`src/rtl/wb_gpio_irq.sv`:
```
// Wishbone GPIO edge-interrupt block: input sync, edge detect, sticky pending, mask, level irq.
// Define GPIO_IRQ_DEBOUNCE_EN to insert a per-bit debounce filter after the synchroniser.
module wb_gpio_irq #(
    parameter int gpio_io_width = 8,
    parameter int wb_dat_width  = 32,
    parameter int wb_adr_width  = 32,
    parameter int debounce_div  = 1000
) (
    input  logic                     clk,
    input  logic                     rst,
    input  logic [wb_adr_width-1:0]  wb_adr_i,
    input  logic [wb_dat_width-1:0]  wb_dat_i,
    input  logic                     wb_we_i,
    input  logic                     wb_cyc_i,
    input  logic                     wb_stb_i,
    output logic                     wb_ack_o,
    output logic [wb_dat_width-1:0]  wb_dat_o,
    input  logic [gpio_io_width-1:0] gpio_i,
    output logic                     irq
);
    localparam int W = gpio_io_width;

    logic [W-1:0]            sync_p0, sync_p1, prev_p2, level;
    logic [W-1:0]            pending, mask, rise_en, fall_en;
    logic [W-1:0]            rise, fall, clr;
    logic                    ack_q, req, commit;
    logic [1:0]              sel;
    logic [wb_dat_width-1:0] rd_data;
    logic                    unused_bits;

    assign req      = wb_cyc_i & wb_stb_i;
    assign commit   = req & ~ack_q;
    assign sel      = wb_adr_i[3:2];
    assign wb_ack_o = req & ack_q;

    // Stage p0/p1: two-flop synchroniser for the asynchronous pins
    always_ff @(posedge clk or negedge rst) begin
        if (!rst) begin
            sync_p0 <= '0;
            sync_p1 <= '0;
        end else begin
            sync_p0 <= gpio_i;
            sync_p1 <= sync_p0;
        end
    end

`ifdef GPIO_IRQ_DEBOUNCE_EN
    localparam int PW = (debounce_div > 1) ? $clog2(debounce_div) : 1;

    logic [PW-1:0] presc;
    logic          tick;
    logic [W-1:0]  filt;
    logic [1:0]    cnt [W];

    assign tick  = (presc == PW'(debounce_div - 1));
    assign level = filt;
    assign unused_bits = ^{wb_adr_i, wb_dat_i};

    // Filtered level only flips after three consecutive disagreeing sample ticks
    always_ff @(posedge clk or negedge rst) begin
        if (!rst) begin
            presc <= '0;
            filt  <= '0;
            for (int i = 0; i < W; i++) cnt[i] <= '0;
        end else begin
            presc <= tick ? '0 : presc + 1'b1;
            if (tick) begin
                for (int i = 0; i < W; i++) begin
                    if (sync_p1[i] != filt[i]) begin
                        if (cnt[i] == 2'd2) begin
                            filt[i] <= ~filt[i];
                            cnt[i]  <= '0;
                        end else begin
                            cnt[i] <= cnt[i] + 1'b1;
                        end
                    end else begin
                        cnt[i] <= '0;
                    end
                end
            end
        end
    end
`else
    assign level = sync_p1;
    assign unused_bits = ^{wb_adr_i, wb_dat_i, 32'(debounce_div)};
`endif

    assign rise = level & ~prev_p2 & rise_en;
    assign fall = ~level & prev_p2 & fall_en;
    assign clr  = (commit && wb_we_i && sel == 2'd1) ? wb_dat_i[W-1:0] : '0;

    always_comb begin
        rd_data = '0;
        case (sel)
            2'd0: rd_data[W-1:0] = level;
            2'd1: rd_data[W-1:0] = pending;
            2'd2: rd_data[W-1:0] = mask;
            default: begin
                rd_data[W-1:0]  = rise_en;
                rd_data[16 +: W] = fall_en;
            end
        endcase
    end

    // Stage p2: edge history, sticky pending (set beats clear), registers and irq
    always_ff @(posedge clk or negedge rst) begin
        if (!rst) begin
            prev_p2  <= '0;
            pending  <= '0;
            mask     <= '0;
            rise_en  <= '0;
            fall_en  <= '0;
            ack_q    <= 1'b0;
            wb_dat_o <= '0;
            irq      <= 1'b0;
        end else begin
            prev_p2 <= level;
            pending <= (pending & ~clr) | rise | fall;
            irq     <= |(pending & mask);
            ack_q   <= commit;
            if (commit && wb_we_i) begin
                case (sel)
                    2'd2: mask <= wb_dat_i[W-1:0];
                    2'd3: begin
                        rise_en <= wb_dat_i[W-1:0];
                        fall_en <= wb_dat_i[16 +: W];
                    end
                    default: ;
                endcase
            end
            if (commit && !wb_we_i) wb_dat_o <= rd_data;
        end
    end
endmodule

```
`config.mk`:
```
export PLATFORM = sky130hd
export DESIGN_NAME = wb_gpio_irq
export DESIGN_NICKNAME = d
export VERILOG_FILES = /design/src/rtl/wb_gpio_irq.sv
export SDC_FILE = /design/constraint.sdc
export NUM_CORES = 1
export LEC_CHECK = 0
export ABC_CLOCK_PERIOD_IN_PS = 3930
export BUFFER_PORTS_ARGS = -buffer_cell sky130_fd_sc_hd__buf_2
export CAP_MARGIN = 10
export CORE_ASPECT_RATIO = 1.4
export CORE_MARGIN = 2
export CORE_UTILIZATION = 50
export DETAILED_ROUTE_END_ITERATION = 6
export PLACE_DENSITY_LB_ADDON = 0.1
export SYNTH_ARGS = -nofsm -noshare
export SYNTH_HDL_FRONTEND = slang
export SYNTH_SLANG_ARGS = --single-unit
export TNS_END_PERCENT = 10
```
`constraint.sdc`:
```
create_clock -name clk -period 3.93 [get_ports clk]
set_input_delay 0.1965 -clock clk [delete_from_list [all_inputs] [get_ports clk]]
set_output_delay 0.1965 -clock clk [all_outputs]
set_load 0.005 [all_outputs]
```
==> results.toml, run 1 <==
[setup_path]
rrSetupSlack_ns = 2.05
r2r-start = "ack_q$_DFF_PN0_"
critical_path.max_fanout = 16
arrival_ns = 2.10
worstSetupPathType = "reg2reg"
cp-startpoint = "ack_q$_DFF_PN0_"
end_kind = "register"
r2r_end = "fall_en[1]$_DFFE_PN0P_"
r2r_cells = 3
critPathRequiredTime_ns = 4.15
worstSetupStartpointType = "register"
cp-endpoint = "fall_en[1]$_DFFE_PN0P_"

[finish]
num-nets-final = 354
antenna-diode-count = 0
mostFrequentLayoutCell = "dfrtp_1"
area_delta_synth_final_pct = 16.5
drive_gt1_frac = 0.365
final_core_util = 0.597
fin_area_mm2 = 0.00366
layout_common_cells = "dfrtp_1 (74), buf_2 (48), nand2_1 (25), mux2_2 (22)"

[flow_run]
max-cap-violations = 0

[sta]
hold_violations = 0
post-route-period-util = 0.477
fin_crit_ns = 1.88
final.setup.tns_ns = 0
relSlewSlack = 0.428
drv_slew = 0
fin_worst_skew_ns = 0.00450
fmax_ghz = 0.533
tightest_slew_ns = 0.857
worst_slack_ns = 2.05
setup_viol = 0
rsz0062_at_grt = "false"

[cts]
cts_buffer_depth = 2
cts.htree.levels = 3
cts_resized = 0
cts_buffers = 9
cts_setup_buffers = 0
clk_pin_slew_ns = 0.07
cts.sinks = 74
cts_tree = "yes"
cts-root-buf = "clkbuf_8"
insertion_delay_ns = 0.34

[route]
ant_nets = 0
drc = 0
wl_per_cell_um = 15.9
vias = 1834
routed_wl_mm = 5.62
viasPerCell = 5.18
drt_iter0_markers = 145
first_pass_iters = 4

[floorplan]
ioPinCount = 111
initial_core_util = 0.512
dieArea_mm2 = 0.00693
die_h_um = 97.7
die_w_um = 71.0
num_rows = 34
core_area_mm2 = 0.00613

[yosys]
avgSynthCellArea_um2 = 14.4
synthTopCellsByArea = "dfrtp_1 (59%), mux2_2 (7.9%), mux4_1 (5.0%)"
ys_warn_count = 0
ys_types = 24
synth_top_area_frac = 0.590
yosys_register_bits = 74
synthCells = 218
syn_area_mm2 = 0.00314
yosysTopAreaCell = "dfrtp_1"
synth.yosys.seq_area_share = 0.590

[outcome]
status = "complete, no violations"

[pwr]
p_leak_nw = 1.66
power.density_mw_per_mm2 = 528
peakVddDrop_uv = 308

[hold_path]
hold_path.class = "in2reg"

[global_route]
grt_pass1_wl_mm = 9.40
grt_max_degree = 39
grt_pass1_vias = 1806
antenna_found_initial = 0
grt-ovfl-total = 0
grt_usage = 0.180

[place]
io_buffers = 48
dp_hpwl_mm = 3.63
place_congestion = 0.756
dpl_cell_area_mm2 = 0.00333
post-place-ws_ns = 1.84
-- metrics by stage --
stage	power [mW]	hold slack, ns	instances
3_3_place_gp	1.25	0.304	329
6_report	1.93	0.0860	354
2_1_floorplan	1.15	-0.0991	233
5_1_grt	2.04	0.0733	354
4_1_cts	1.96	0.0664	354
3_5_place_dp	1.26	0.306	329
-- metal layers --
| metal | vias to the layer above | wire length [um] | global-route usage |
|---|---|---|---|
| met1 | 914 | 2570 | 0.237 |
| met2 | 47 | 2680 | 0.278 |
| met3 | 6 | 292 | 0.0475 |
| met5 | - | 0 | 0 |
| met4 | 0 | 82 | 0.0827 |
| li1 | 867 | - | - |
-- layout make-up --
cell class	instances	area, um2
clock buffers	10	128
clock inverters	6	105
fillers	529	2470
multi-input cells	133	1140
flip-flops and latches	74	1850
well taps	72	90.1
repair buffers	59	345
-- registers in the layout, summed over array words and instances, names as in the netlist --
name / flops
irq: 1
fall_en: 8
pending: 8
ack_q: 1
prev_p2: 8
wb_dat_o: 16
mask: 8
rise_en: 8
sync_p0: 8
level: 8
-- repair_timing --
action,4_1_cts,5_1_grt
endpoints found under the hold margin,45,0
endpoints found under the setup margin,0,0
hold buffers,9,0
-- worst min-delay path by stage --
stage | startpoint | end | slack [ns] | cells past startpoint
after floorplan | rst | ack_q$_DFF_PN0_ | -0.1 | 0
after global placement | gpio_i[4] | sync_p0[4]$_DFF_PN0_ | 0.30 | 1
after detailed placement | gpio_i[0] | sync_p0[0]$_DFF_PN0_ | 0.31 | 1
after CTS | wb_dat_i[21] | fall_en[5]$_DFFE_PN0P_ | 0.07 | 2
after global routing | wb_dat_i[23] | fall_en[7]$_DFFE_PN0P_ | 0.07 | 2
final | wb_dat_i[18] | fall_en[2]$_DFFE_PN0P_ | 0.09 | 2
-- critical path, stage by stage, from the launching register on --
cell	delay, ns
dfrtp_1	0.40
nand4b_4	0.31
nor2b_4	0.63
mux2_2	0.41
-- power by group --
part           switching [mW]  total (mW)  internal, mW  leakage, nW
clock                   0.264       0.682         0.419        0.120
sequential             0.0801       0.966         0.885        0.878
combinational           0.108       0.282         0.174        0.666
-- kinds of logic after synthesis --
logic type / count (synthesis) / share of synthesized area
AOI/OAI and AO/OA: 28 / 0.0542
buffers and inverters: 26 / 0.0654
DFF: 74 / 0.590
muxes: 40 / 0.191
other: 1 / 0.00120
and+or+nand+nor: 49 / 0.0977
-- synthesized netlist by cell type --
cell type  instances
nor3b_4            1
a22oi_1            4
buf_12             1
and3_1             1
and2_4             1
buf_4             16
nand3b_1          16
o21ai_0           16
buf_6              4
mux4_1             6
nand4_1            1
nor2_1             1
nor2b_4            1
mux4_2             2
nand4bb_1          1
mux2_2            22
nand4b_4           1
clkbuf_1           4
dfrtp_1           74
conb_1             1
o211ai_1           8
nand2_1           25
mux2_4            10
buf_2              1
Note: power is estimated with default switching activity, not from simulation.
==> run 2, diff against run 1 <==
--- a/config.mk
+++ b/config.mk
@@ -5,12 +5,13 @@
 export SDC_FILE = /design/constraint.sdc
 export NUM_CORES = 1
 export LEC_CHECK = 0
-export ABC_CLOCK_PERIOD_IN_PS = 3930
+export ABC_AREA = 1
+export ABC_CLOCK_PERIOD_IN_PS = 1600
 export BUFFER_PORTS_ARGS = -buffer_cell sky130_fd_sc_hd__buf_2
 export CAP_MARGIN = 10
 export CORE_ASPECT_RATIO = 1.4
 export CORE_MARGIN = 2
-export CORE_UTILIZATION = 50
+export CORE_UTILIZATION = 45
 export DETAILED_ROUTE_END_ITERATION = 6
 export PLACE_DENSITY_LB_ADDON = 0.1
 export SYNTH_ARGS = -nofsm -noshare
==> constraint.sdc (replaced) <==
create_clock -name clk -period 1.6 [get_ports clk]
set_input_delay 0.08 -clock clk [delete_from_list [all_inputs] [get_ports clk]]
set_output_delay 0.08 -clock clk [all_outputs]
set_load 0.005 [all_outputs]
==> results.toml, run 2 <==
[outcome]
status = "complete, no violations"

[route]
drc = 0
wl_per_cell_um = 12.5
ant_nets = 0
first_pass_iters = 4
routed_wl_mm = 6.57
drt_iter0_markers = 169
viasPerCell = 4.55
vias = 2400

[place]
io_buffers = 48
dp.cells = 494
post-place-ws_ns = 0.328
dp_hpwl_mm = 4.54
dpl_cell_area_mm2 = 0.00363
place_congestion = 0.794

[setup_path]
crit_slowest_cell = "dfrtp_1"
end_kind = "register"
cp-startpoint = "ack_q$_DFF_PN0_"
critPathRequiredTime_ns = 1.83
arrival_ns = 1.51
worstSetupStartpointType = "register"
critPathTopFamily = "simple AND/OR/NAND/NOR gates"
rrSetupSlack_ns = 0.33
worstSetupPathType = "reg2reg"
r2r_end = "rise_en[1]$_DFFE_PN0P_"
r2r-start = "ack_q$_DFF_PN0_"
critical_path.max_fanout = 28
worst-path-buf-inv = 1
path_cells = "nor2_8 -> nand3_4 -> buf_12 -> nand2_1 -> o21ai_2"
r2r_cells = 5
cp_slowest_stage_delay_ns = 0.44

[finish]
area_delta_synth_final_pct = 19.0
drive_gt1_frac = 0.267
num-nets-final = 502
fin_area_mm2 = 0.00398
layout_common_cells = "nand2_1 (105), dfrtp_1 (74), buf_2 (47), inv_1 (33), o21ai_2 (28)"
mostFrequentLayoutCell = "nand2_1"
final_core_util = 0.547
instances_no_fill = 527
antenna-diode-count = 0
fillerInstances = 702
largest_reg_flops = 16
regMostFlops = "wb_dat_o"

[flow_run]
max-cap-violations = 0

[sta]
fmax_ghz = 0.785
drv_slew = 0
final.setup.tns_ns = 0
worst_slack_ns = 0.326
rsz0062_at_grt = "false"
hold_violations = 0
post-route-period-util = 0.796
whs_ns = 0.0355
fin_worst_skew_ns = 0.00495
setup_viol = 0
fin_crit_ns = 1.27

[pwr]
power.density_mw_per_mm2 = 1090
p_leak_nw = 2.05
peakVddDrop_uv = 565
p_total_mw = 4.33

[floorplan]
dieArea_mm2 = 0.00814
initial_core_util = 0.460
num_rows = 37
die_w_um = 76.8
die_h_um = 106
ioPinCount = 111
core_area_mm2 = 0.00727

[yosys]
avgSynthCellArea_um2 = 9.49
ys.flop_type = "dfrtp_1"
synth.most_common_cell = "nand2_1"
synth_top_area_frac = 0.554
ys_types = 25
synth_common_cells = "nand2_1 (105), dfrtp_1 (74), inv_1 (33), o21ai_2 (28), buf_4 (19)"
async_flop_share = 1.00
syn_area_mm2 = 0.00334
synth_edf_count = 0
yosys_register_bits = 74
synth.yosys.seq_area_share = 0.554
synthCells = 352
synthTopCellsByArea = "dfrtp_1 (55%), nand2_1 (12%), o21ai_2 (7.3%)"
yosysTopAreaCell = "dfrtp_1"
ys_warn_count = 0

[cts]
cts.htree.levels = 3
clk_pin_slew_ns = 0.07
cts_buffers = 9
cts-root-buf = "clkbuf_8"
insertion_delay_ns = 0.34
cts.sinks = 74
cts_setup_buffers = 0
cts_tree = "yes"
cts_buffer_depth = 2

[global_route]
grt_usage = 0.182
grt_pass1_vias = 2273
grt-ovfl-total = 0
antenna_found_initial = 0
grt_pass1_wl_mm = 11.4
grt_max_degree = 51

[hold_path]
hold_end = "mask[0]$_DFFE_PN0P_"
whs_path_depth = 3
hold_path.class = "in2reg"
hp-start = "wb_dat_i[0]"
==> run 2: worst max-delay path by stage <==
stage | cells past startpoint | end | slack, ns
6_report | 5 | rise_en[1]$_DFFE_PN0P_ | 0.33
5_1_grt | 5 | rise_en[1]$_DFFE_PN0P_ | 0.22
4_1_cts | 5 | rise_en[1]$_DFFE_PN0P_ | 0.32
3_5_place_dp | 5 | rise_en[1]$_DFFE_PN0P_ | 0.33
3_3_place_gp | 5 | rise_en[1]$_DFFE_PN0P_ | 0.34
2_1_floorplan | 6 | wb_dat_o[19]$_DFFE_PN0P_ | 0.43
==> run 2: kinds of logic (layout without fill, tap and decap cells) <==
group,after synthesis,count (layout),share of synthesized area
buffers and inverters,63,126,0.111
flip-flops,74,74,0.554
AND/OR/NAND/NOR,162,162,0.224
other,1,16,0.00112
AO/OA/AOI/OAI,52,52,0.110
==> run 2: tightest hold or removal path: cells and delay by family <==
family	cells	cell delay [ns]
AO/OA/AOI/OAI	1	0.06
buffers and inverters	2	0.19
==> run 2: metal layers <==
layer	vias to the layer above	GRT usage	wire (um)
met3	8	0.0475	251
li1	1223	-	-
met4	0	0.0584	76
met1	1119	0.255	3150
met2	50	0.279	3090
met5	-	0	0
==> run 2: power by group <==
part	internal [mW]	switching, mW	total [mW]
Sequential	2.11	0.162	2.28
Clock	0.719	0.643	1.36
Combinational	0.312	0.380	0.692
==> run 2: cell type report <==
type / instances / area (um2) / area share
flip-flops and latches: 74 / 1850 / 0.466
multi-input cells: 230 / 1180 / 0.296
repair buffers: 75 / 513 / 0.129
clock buffers: 13 / 139 / 0.0349
inverters: 35 / 136 / 0.0343
well taps: 97 / 121 / 0.0305
clock inverters: 3 / 40.0 / 0.0101
==> run 2: what timing repair did <==
action,CTS,global route
endpoints found under the hold margin,40,0
hold buffers,17,0
resized for setup,0,0
==> run 3, diff against run 2 <==
--- a/config.mk
+++ b/config.mk
@@ -6,7 +6,7 @@
 export NUM_CORES = 1
 export LEC_CHECK = 0
 export ABC_AREA = 1
-export ABC_CLOCK_PERIOD_IN_PS = 1600
+export ABC_CLOCK_PERIOD_IN_PS = 1100
 export BUFFER_PORTS_ARGS = -buffer_cell sky130_fd_sc_hd__buf_2
 export CAP_MARGIN = 10
 export CORE_ASPECT_RATIO = 1.4
==> constraint.sdc (replaced) <==
create_clock -name clk -period 1.1 [get_ports clk]
set_input_delay 0.055 -clock clk [delete_from_list [all_inputs] [get_ports clk]]
set_output_delay 0.055 -clock clk [all_outputs]
set_load 0.005 [all_outputs]
==> results.toml, run 3 (synthesized netlist as in run 2, its figures left out) <==
[setup_path]
critPathRequiredTime_ns = 1.37
crit_slowest_cell = "dfrtp_2"
cp_slowest_stage_delay_ns = 0.45
path_cells = "nor2_8 -> buf_4 -> nand3_4 -> o21ai_2"
end_kind = "register"
critical_path.max_fanout = 8
worstSetupPathType = "reg2reg"
arrival_ns = 1.48
critPathTopFamily = "flip-flops"
worstSetupStartpointType = "register"
worst-path-buf-inv = 1

[sta]
rsz0062_at_grt = "true"
tightest_slew_ns = 0.624
fin_worst_skew_ns = 0.00625
fin_crit_ns = 1.21
post-route-period-util = 1.10
fmax_ghz = 0.826
setup_viol = 46
whs_ns = 0.0250
relSlewSlack = 0.583
worst_slack_ns = -0.111
drv_slew = 0
hold_violations = 0
final.setup.tns_ns = -3.13

[global_route]
antenna_found_initial = 0
grt_pass1_wl_mm = 12.1
grt-ovfl-total = 0
grt_max_degree = 34
grt_pass1_vias = 2478
grt_usage = 0.190

[cts]
cts_tree = "yes"
cts-root-buf = "clkbuf_8"
cts.htree.levels = 3
cts_buffer_depth = 2
insertion_delay_ns = 0.34
clk_pin_slew_ns = 0.08
cts_buffers = 9
cts.sinks = 74

[finish]
largest_reg_flops = 16
fillerInstances = 678
area_delta_synth_final_pct = 26.7
num-nets-final = 519
drive_gt1_frac = 0.329
layout_common_cells = "nand2_1 (91), dfrtp_1 (73), buf_2 (47), inv_1 (33), o21ai_2 (28)"
mostFrequentLayoutCell = "nand2_1"
regMostFlops = "wb_dat_o"
multiInputGateArea_mm2 = 0.00123
final_core_util = 0.582
antenna-diode-count = 0
register_area_mm2 = 0.00185

[pwr]
peakVddDrop_uv = 859
p_leak_nw = 2.16
p_total_mw = 6.73
power.density_mw_per_mm2 = 1590

[route]
wl_met1_mm = 3.31
vias = 2508
wl_met2_mm = 3.45
routed_wl_mm = 7.07
drt_iter0_markers = 138
ant_nets = 0
maxUsedRoutingLayer = "met4"
wl_per_cell_um = 13.0
wl_met3_um = 225
first_pass_iters = 4
drc = 0
viasPerCell = 4.61

[flow_run]
max-cap-violations = 0

[place]
post-place-ws_ns = -0.103
dp_hpwl_mm = 4.86
io_buffers = 48
place_congestion = 0.798

[floorplan]
ioPinCount = 111
die_w_um = 76.8
core_area_mm2 = 0.00727
num_rows = 37
dieArea_mm2 = 0.00814
die_h_um = 106
initial_core_util = 0.460

[outcome]
status = "finished with violations"
violations = "negative setup slack"

[hold_path]
hold_path.class = "in2reg"
## run 3: metrics by stage
stage	cells	area, um2
final	544	4230
after CTS	541	4200
after global placement	503	3720
after detailed placement	503	3720
after floorplan	367	3410
after global routing	544	4230
## run 3: per-layer routing
metal	GRT usage	up-vias
met4	0.0623	0
met1	0.256	1177
met2	0.308	55
met3	0.0407	8
li1	-	1268
met5	0	-
## run 3: cell type report
class                      count  area share
sequential                    74       0.438
clock inverter                 5      0.0183
multi-input combinational    231       0.291
inverter                      35      0.0322
tap                           97      0.0287
timing repair buffer          91       0.159
clock buffer                  11      0.0334
## run 3: report_power, final
group	switching (mW)	total [mW]	internal [mW]	leakage (nW)
Combinational	0.573	1.09	0.517	1.16
Clock	0.978	2.31	1.33	0.109
Sequential	0.256	3.33	3.07	0.892
Total	1.81	6.73	4.92	2.16
## run 3: worst register-to-register path: cells and delay by family, from the launching register on
kind,cells,cell delay (ns)
AOI/OAI and AO/OA,1,0.17
buffers and inverters,1,0.16
DFF,1,0.45
and+or+nand+nor,2,0.37
## run 3: worst paths after layout
| check | startpoint | endpoint | slack, ns | depth (start not counted) |
|---|---|---|---|---|
| worst max-delay path | ack_q$_DFF_PN0_ | mask[2]$_DFFE_PN0P_ | -0.11 | 4 |
| worst min-delay path | wb_dat_i[1] | mask[1]$_DFFE_PN0P_ | 0.03 | 3 |
| worst max register to register | ack_q$_DFF_PN0_ | mask[2]$_DFFE_PN0P_ | -0.11 | 4 |
| worst min register to register | sync_p0[6]$_DFF_PN0_ | level[6]$_DFF_PN0_ | 0.35 | 0 |
| max in group asynchronous | rst | wb_dat_o[4]$_DFFE_PN0P_ | 0.60 | 3 |
| min in group asynchronous | rst | wb_dat_o[6]$_DFFE_PN0P_ | 0.07 | 2 |
## run 3: timing repair
item | 4_1_cts | 5_1_grt
cloned | 0 | 1
hold endpoints to repair | 95 | 0
gates resized for setup | 15 | 3
hold buffers | 21 | 0
pin swaps | 1 | 3
setup buffers | 1 | 2
setup endpoints to repair | 45 | 49
